--- src/rtl/regdec_left_ctrl.sv ---
// Load/shift sequencer for the 8-bit left-shift register, with done pulse.
// Optional REGDEC_CTRL_ROTATE_EN adds a rotate input (MSB feeds the LSB).
module regdec_left_ctrl #(
    parameter int WIDTH = 8,
    parameter int SHW   = 3
) (
    input  logic             clk,
    input  logic             reset,
    input  logic             start,
    output logic             ready,
    input  logic [WIDTH-1:0] data_in,
    input  logic [SHW-1:0]   shamt,
    input  logic             fill,
`ifdef REGDEC_CTRL_ROTATE_EN
    input  logic             rotate,
`endif
    input  logic             abort,
    output logic [2:0]       seq,
    output logic [WIDTH-1:0] reg_d,
    output logic             serial_in,
    input  logic [WIDTH-1:0] reg_q,
    output logic [WIDTH-1:0] result,
    output logic             done,
    output logic             busy
);

    typedef enum logic [2:0] {
        S_IDLE,
        S_LOAD,
        S_SHIFT,
        S_CAPT,
        S_CLR
    } state_t;

    localparam logic [2:0] SEQ_HOLD  = 3'd0;
    localparam logic [2:0] SEQ_LOAD  = 3'd1;
    localparam logic [2:0] SEQ_SHIFT = 3'd2;
    localparam logic [2:0] SEQ_CLR   = 3'd3;

    state_t           state_q, state_d;
    logic [SHW-1:0]   cnt_q, cnt_d;
    logic [2:0]       seq_q, seq_d;
    logic [WIDTH-1:0] data_q;
    logic             fill_q;
    logic [WIDTH-1:0] result_q;
    logic             done_q;
    logic             accept;
`ifdef REGDEC_CTRL_ROTATE_EN
    logic             rot_q;
`endif

    assign accept = start && (state_q == S_IDLE);

    always_comb begin
        state_d = state_q;
        cnt_d   = cnt_q;
        unique case (state_q)
            S_IDLE: begin
                if (accept) begin
                    state_d = S_LOAD;
                    cnt_d   = shamt;
                end
            end
            S_LOAD: begin
                if (abort)
                    state_d = S_CLR;
                else if (cnt_q != '0)
                    state_d = S_SHIFT;
                else
                    state_d = S_CAPT;
            end
            S_SHIFT: begin
                if (abort)
                    state_d = S_CLR;
                else if (cnt_q <= SHW'(1))
                    state_d = S_CAPT;
                else
                    cnt_d = cnt_q - SHW'(1);
            end
            S_CAPT:  state_d = S_IDLE;
            S_CLR:   state_d = S_IDLE;
            default: state_d = S_IDLE;
        endcase
    end

    // Code is decoded from the next state so the register sees it
    // in the same cycle the controller enters that state.
    always_comb begin
        seq_d = SEQ_HOLD;
        unique case (1'b1)
            (state_d == S_LOAD):  seq_d = SEQ_LOAD;
            (state_d == S_SHIFT): seq_d = SEQ_SHIFT;
            (state_d == S_CLR):   seq_d = SEQ_CLR;
            default:              seq_d = SEQ_HOLD;
        endcase
    end

    always_ff @(posedge clk) begin
        if (reset) begin
            state_q  <= S_IDLE;
            cnt_q    <= '0;
            seq_q    <= SEQ_HOLD;
            data_q   <= '0;
            fill_q   <= 1'b0;
            result_q <= '0;
            done_q   <= 1'b0;
`ifdef REGDEC_CTRL_ROTATE_EN
            rot_q    <= 1'b0;
`endif
        end else begin
            state_q <= state_d;
            cnt_q   <= cnt_d;
            seq_q   <= seq_d;
            done_q  <= (state_q == S_CAPT);
            if (state_q == S_CAPT)
                result_q <= reg_q;
            if (accept) begin
                data_q <= data_in;
                fill_q <= fill;
`ifdef REGDEC_CTRL_ROTATE_EN
                rot_q  <= rotate;
`endif
            end
        end
    end

`ifdef REGDEC_CTRL_ROTATE_EN
    assign serial_in = (rot_q && state_q == S_SHIFT)
                     ? reg_q[WIDTH-1] : fill_q;
`else
    assign serial_in = fill_q;
`endif

    assign seq    = seq_q;
    assign reg_d  = data_q;
    assign result = result_q;
    assign done   = done_q;
    assign ready  = (state_q == S_IDLE);
    assign busy   = (state_q != S_IDLE);

endmodule

--- config.mk ---
export PLATFORM = sky130hd
export DESIGN_NAME = regdec_left_ctrl
export DESIGN_NICKNAME = d
export VERILOG_FILES = /design/src/rtl/regdec_left_ctrl.sv
export SDC_FILE = /design/constraint.sdc
export NUM_CORES = 1
export LEC_CHECK = 0
export CORE_MARGIN = 1.5
export CORE_UTILIZATION = 30
export CTS_CLUSTER_DIAMETER = 120
export DETAILED_ROUTE_END_ITERATION = 16
export DONT_BUFFER_PORTS = 1
export PLACE_DENSITY = 0.46
export SLEW_MARGIN = 20
export SYNTH_ARGS = -nofsm -noshare
export SYNTH_HDL_FRONTEND = slang
export SYNTH_SLANG_ARGS = --single-unit
--- constraint.sdc ---
create_clock -name clk -period 3.4 [get_ports clk]
set_input_delay 0.51 -clock clk [delete_from_list [all_inputs] [get_ports clk]]
set_output_delay 0.51 -clock clk [all_outputs]
set_load 0.1 [all_outputs]
# After elaboration in Yosys (flattened, before gate mapping)
# Cells that the tools add are included.
[op_classes] n_addsub=1 magnitude_cmp=1 eq_ne=9 mux=11 reduce_logical=6
[ops] cell="$mux 3" n=7
[ops] cell="$eq 3x2->1 const B" n=3
[ops] cell="$pmux 3 s3" n=1
[ops] cell="$eq 3x1->1 const B" n=2
[ops] cell="$pmux 2 s3" n=1
[ops] cell="$pmux 3 s2" n=1
[ops] cell="$reduce_bool 3->1" n=2
[ops] cell="$ne 2x2->1 const B" n=2
[ops] cell="$reduce_and 4->1" n=1
[ops] cell="$eq 3x3->1 const B" n=1
[ops] cell="$le 3x1->1 const B" n=1
[ops] cell="$logic_not 3->1" n=1
[ops] cell="$sub 3x1->3 const B" n=1
[ops] cell="$ne 2x1->1 const B" n=1
[ops] cell="$reduce_bool 2->1" n=1
[ops] cell="$logic_and 1x1->1" n=1
[ops] cell="$mux 1" n=1
[word_totals] register_bits=27 in_bits=24 out_inout_bits=23 wordCells=35

# Depth between registers and ports, before layout
[depth] ltp_word=6 mapped_depth=6 depth_no_buf=6

# Worst setup path after synthesis
# Ideal clock, no wire load.
[synth_path] kind="register to register" from="register state_q[2]" to="register state_q[0]" setup_time_ps=59 arrival_time_ps=3054 t_required_ps=3341 slack_ps=287 stages_incl_launch_ff=5 n_path_buf=0 synth_period_minus_slack_ps=3113 cell_sequence="dfxtp_1 nor3_2 inv_1 o21ai_0 and2_1"
[synth_via] elab_chain_len=4 word_cells_on_any_way=6 classes_between="eq/ne (2); mux (2); reduce/logical (2)"
[synth_lines] item="from (decl)" line_no="40" source="state_t state_q, state_d;"
[synth_lines] item="from (signal assigned)" line_no="111" source="state_q <= state_d;"
[synth_lines] item="$logic_not 3->1 *"
[synth_lines] item="net ready" line_no="10" source="output logic ready,"
[synth_lines] item="$logic_and 1x1->1" line_no="52" source="assign accept = start && (state_q == S_IDLE);"
[synth_lines] item="$mux 3" line_no="59" source="if (accept) begin"
[synth_lines] item="$pmux 3 s3 *" line_no="57" source="unique case (state_q)"
# The timed path passes the listed nets; every way through them passes the cells marked *.
# A chain may end at the register's enable or synchronous reset.

# Final worst setup path
[layout_path] from="register state_q[1]" to="output port busy"
[layout_via] elab_chain_len=1
[layout_lines] item="$reduce_bool 3->1" line_no="139" source="assign busy = (state_q != S_IDLE);"
[layout_lines] item="to (decl)" line_no="24" source="output logic busy"
# No other way between the ends.

==> impl_metrics.py <==
metrics = {
    "clock_network": {
        "clk_pin_slew_worst_paths_ns": 0.14,
        "post_cts_buffers": 0,
        "htreeDepth": 1,
        "ctsHoldBuffers": 0,
        "root_buffer": "clkbuf_4",
        "worstSkewPairLatency_ns": 0.31,
        "clock_path_buffers": 2,
        "cts_resized": 0,
        "cts.sinks": 26,
        "numCtsBuffers": 3,
        "cts_tree": "yes",
    },
    "worst_setup_path": {
        "crit_path_start_kind": "flop",
        "worstSetupPathType": "reg2out",
        "crit_fanout": 14,
        "crit_arrival_ns": 1.92,
        "cp-end-kind": "output pin",
        "r2r_cells": 5,
        "required_ns": 2.89,
    },
    "layout": {
        "insertedDiodeCount": 0,
        "area_growth_pct": 7.251,
        "fin_nets": 150,
        "seq_area_um2": 520.5,
        "fillers": 374,
        "fin_util": 0.3385,
        "multi_input_area_um2": 490.5,
        "drive_above_1_share": 0.06557,
    },
    "timing": {
        "hold_viol": 0,
        "slew_headroom": 0.3469,
        "finalCriticalPeriod_ns": 2.432,
        "fmax_mhz": 411.3,
        "fin_tns_setup_ns": 0,
        "setup-violations-final": 0,
        "period_share": 0.7152,
        "slew_violations": 0,
        "worstMarginPinSlew_ns": 0.9783,
        "rsz0062_at_grt": "no",
        "final.setup_skew_ns": 0.003581,
    },
    "min_path": {
        "hp-class": "in2reg",
        "worstHoldPathCells": 1,
    },
    "logic_synthesis": {
        "synth-edff-count": 0,
        "muxShareOfSynthArea": 0.009357,
        "ys.flop_type": "dfxtp_1",
        "ys_seq_area_frac": 0.4865,
        "synth_compound_area_frac": 0.1649,
        "yosysTopAreaCellShare": 0.4865,
        "synthXorXnorAreaFrac": 0.01637,
        "synth_top_family_by_area": "simple AND/OR/NAND/NOR gates",
        "syn_nets": 152,
        "synth_common_cells": "nand2_1 (28), dfxtp_1 (26), a21oi_1 (17)",
        "synth_cells": 125,
        "synth-simple-area-share": 0.2234,
        "ys_async_sr_fraction": 0,
        "mappedNetlistArea_um2": 1070,
        "synth_area_per_cell_um2": 8.558,
        "ys_seq_elements": 26,
        "yosys.cell_types.count": 31,
        "yosysMostFrequentCell": "nand2_1",
        "ys_warn_count": 0,
        "synth_area_leader_cell": "dfxtp_1",
        "synthAdderAreaFrac": 0.03509,
        "synth_area_leaders": "dfxtp_1 (49%), nand2_1 (9.8%), a21oi_1 (8.0%)",
    },
    "grt": {
        "grt_pass1_vias": 806,
        "grt_max_degree": 25,
        "antenna_found_initial": 0,
        "grt_overflow": 0,
        "grt_pass1_wl_mm": 3.650,
        "globalRouteTotalUtil": 0.1187,
    },
    "floorplan": {
        "std_cell_rows": 21,
        "ios": 47,
        "initial_core_util": 0.3156,
        "die_h_um": 62.72,
        "chipWidth_um": 62.72,
        "die_area_um2": 3933,
        "core_um2": 3390,
    },
    "job": {
        "maxCapViolCount": 0,
    },
    "pwr": {
        "power_density_nw_per_um2": 847.2,
        "power.leakage_nw": 0.4268,
        "ir_drop_v": 0.0002865,
    },
    "drt": {
        "drtIter0Drc": 22,
        "viasPerCell": 4.821,
        "avgRoutedWirePerCell_um": 13.19,
        "vias": 810,
        "firstDrtPassIters": 4,
        "drtAntennaViolNets": 0,
        "wirelength_mm": 2.216,
        "drc_errors": 0,
    },
    "placed_design": {
        "dpl.hpwl_mm": 1.689,
        "globalplace.congestion": 0.7228,
        "io_buffers": 0,
    },
    "status": {
        "outcome": "completed",
    },
}
[registers in the layout, indices dropped and copies added, names as in the netlist]
name	flops
serial_in	1
done	1
result	8
cnt_q	3
reg_d	8
state_q	3
seq	2
[per-layer routing]
metal	vias to the layer above	track usage	part of all wire
li1	415	-	-
met1	366	0.1171	0.40
met2	27	0.2070	0.49
met3	2	0.06306	0.10
met4	0	0.05000	0.0081
met5	-	0	0
[path summary, 6_finish.rpt]
| path | slack, ns | startpoint | endpoint |
|---|---|---|---|
| setup / recovery | 0.97 | state_q[1] | busy |
| hold / removal | 0.24 | reset | result[2] |
| setup reg to reg | 1.39 | state_q[1] | state_q[0] |
| hold reg to reg | 0.58 | cnt_q[1] | cnt_q[1] |
[cell families after synthesis]
logic type | after synthesis
other | 1
AOI/OAI and AO/OA | 28
adders and majority gates | 3
xor gates and xnor gates | 2
and+or+nand+nor | 51
buffers and inverters | 13
muxes | 1
DFF | 26
[per-stage QoR]
stage | setup slack [ns] | power [mW] | instance area (µm²) | cells | hold WS (ns)
after floorplan | 0.2866 | 0.7465 | 1070 | 125 | 0.5233
after global placement | 1.337 | 0.7723 | 1095 | 164 | 0.5448
after detailed placement | 1.335 | 0.7759 | 1095 | 164 | 0.5559
after CTS | 0.9502 | 0.9873 | 1147 | 168 | 0.2240
after global routing | 0.8526 | 1.027 | 1147 | 168 | 0.2034
final | 0.9685 | 0.9721 | 1147 | 168 | 0.2444
[power breakdown]
| group | total [mW] | internal, mW | leakage [nW] | switching [mW] |
|---|---|---|---|---|
| combinational | 0.235 | 0.0668 | 0.187 | 0.169 |
| clock | 0.207 | 0.119 | 0.0279 | 0.0880 |
| sequential | 0.530 | 0.340 | 0.212 | 0.190 |
[area by class of cell]
type / count / share of cell area
clock buffer: 3 / 0.01963
multi-input combinational: 86 / 0.4275
sequential: 26 / 0.4537
tap: 46 / 0.05016
timing repair buffer: 1 / 0.006543
inverter: 5 / 0.01636
clock inverter: 1 / 0.02617
[worst max-delay path, cell delays in order, from the launching register on]
cell and delay (ns):
dfxtp_1 0.66, nor3_4 0.04, buf_4 0.25, inv_1 0.65
[cell usage in the layout (no fill, tap or decap), types with 2 or more instances in the layout]
master     n
ha_1       3
a21oi_1   17
a221oi_1   2
clkbuf_4   3
nand2_1   28
nand3_1    8
inv_1      5
nor2_1     7
dfxtp_1   26
and2_1     2
a311oi_1   2
Note: power is estimated with default switching activity, not from simulation.
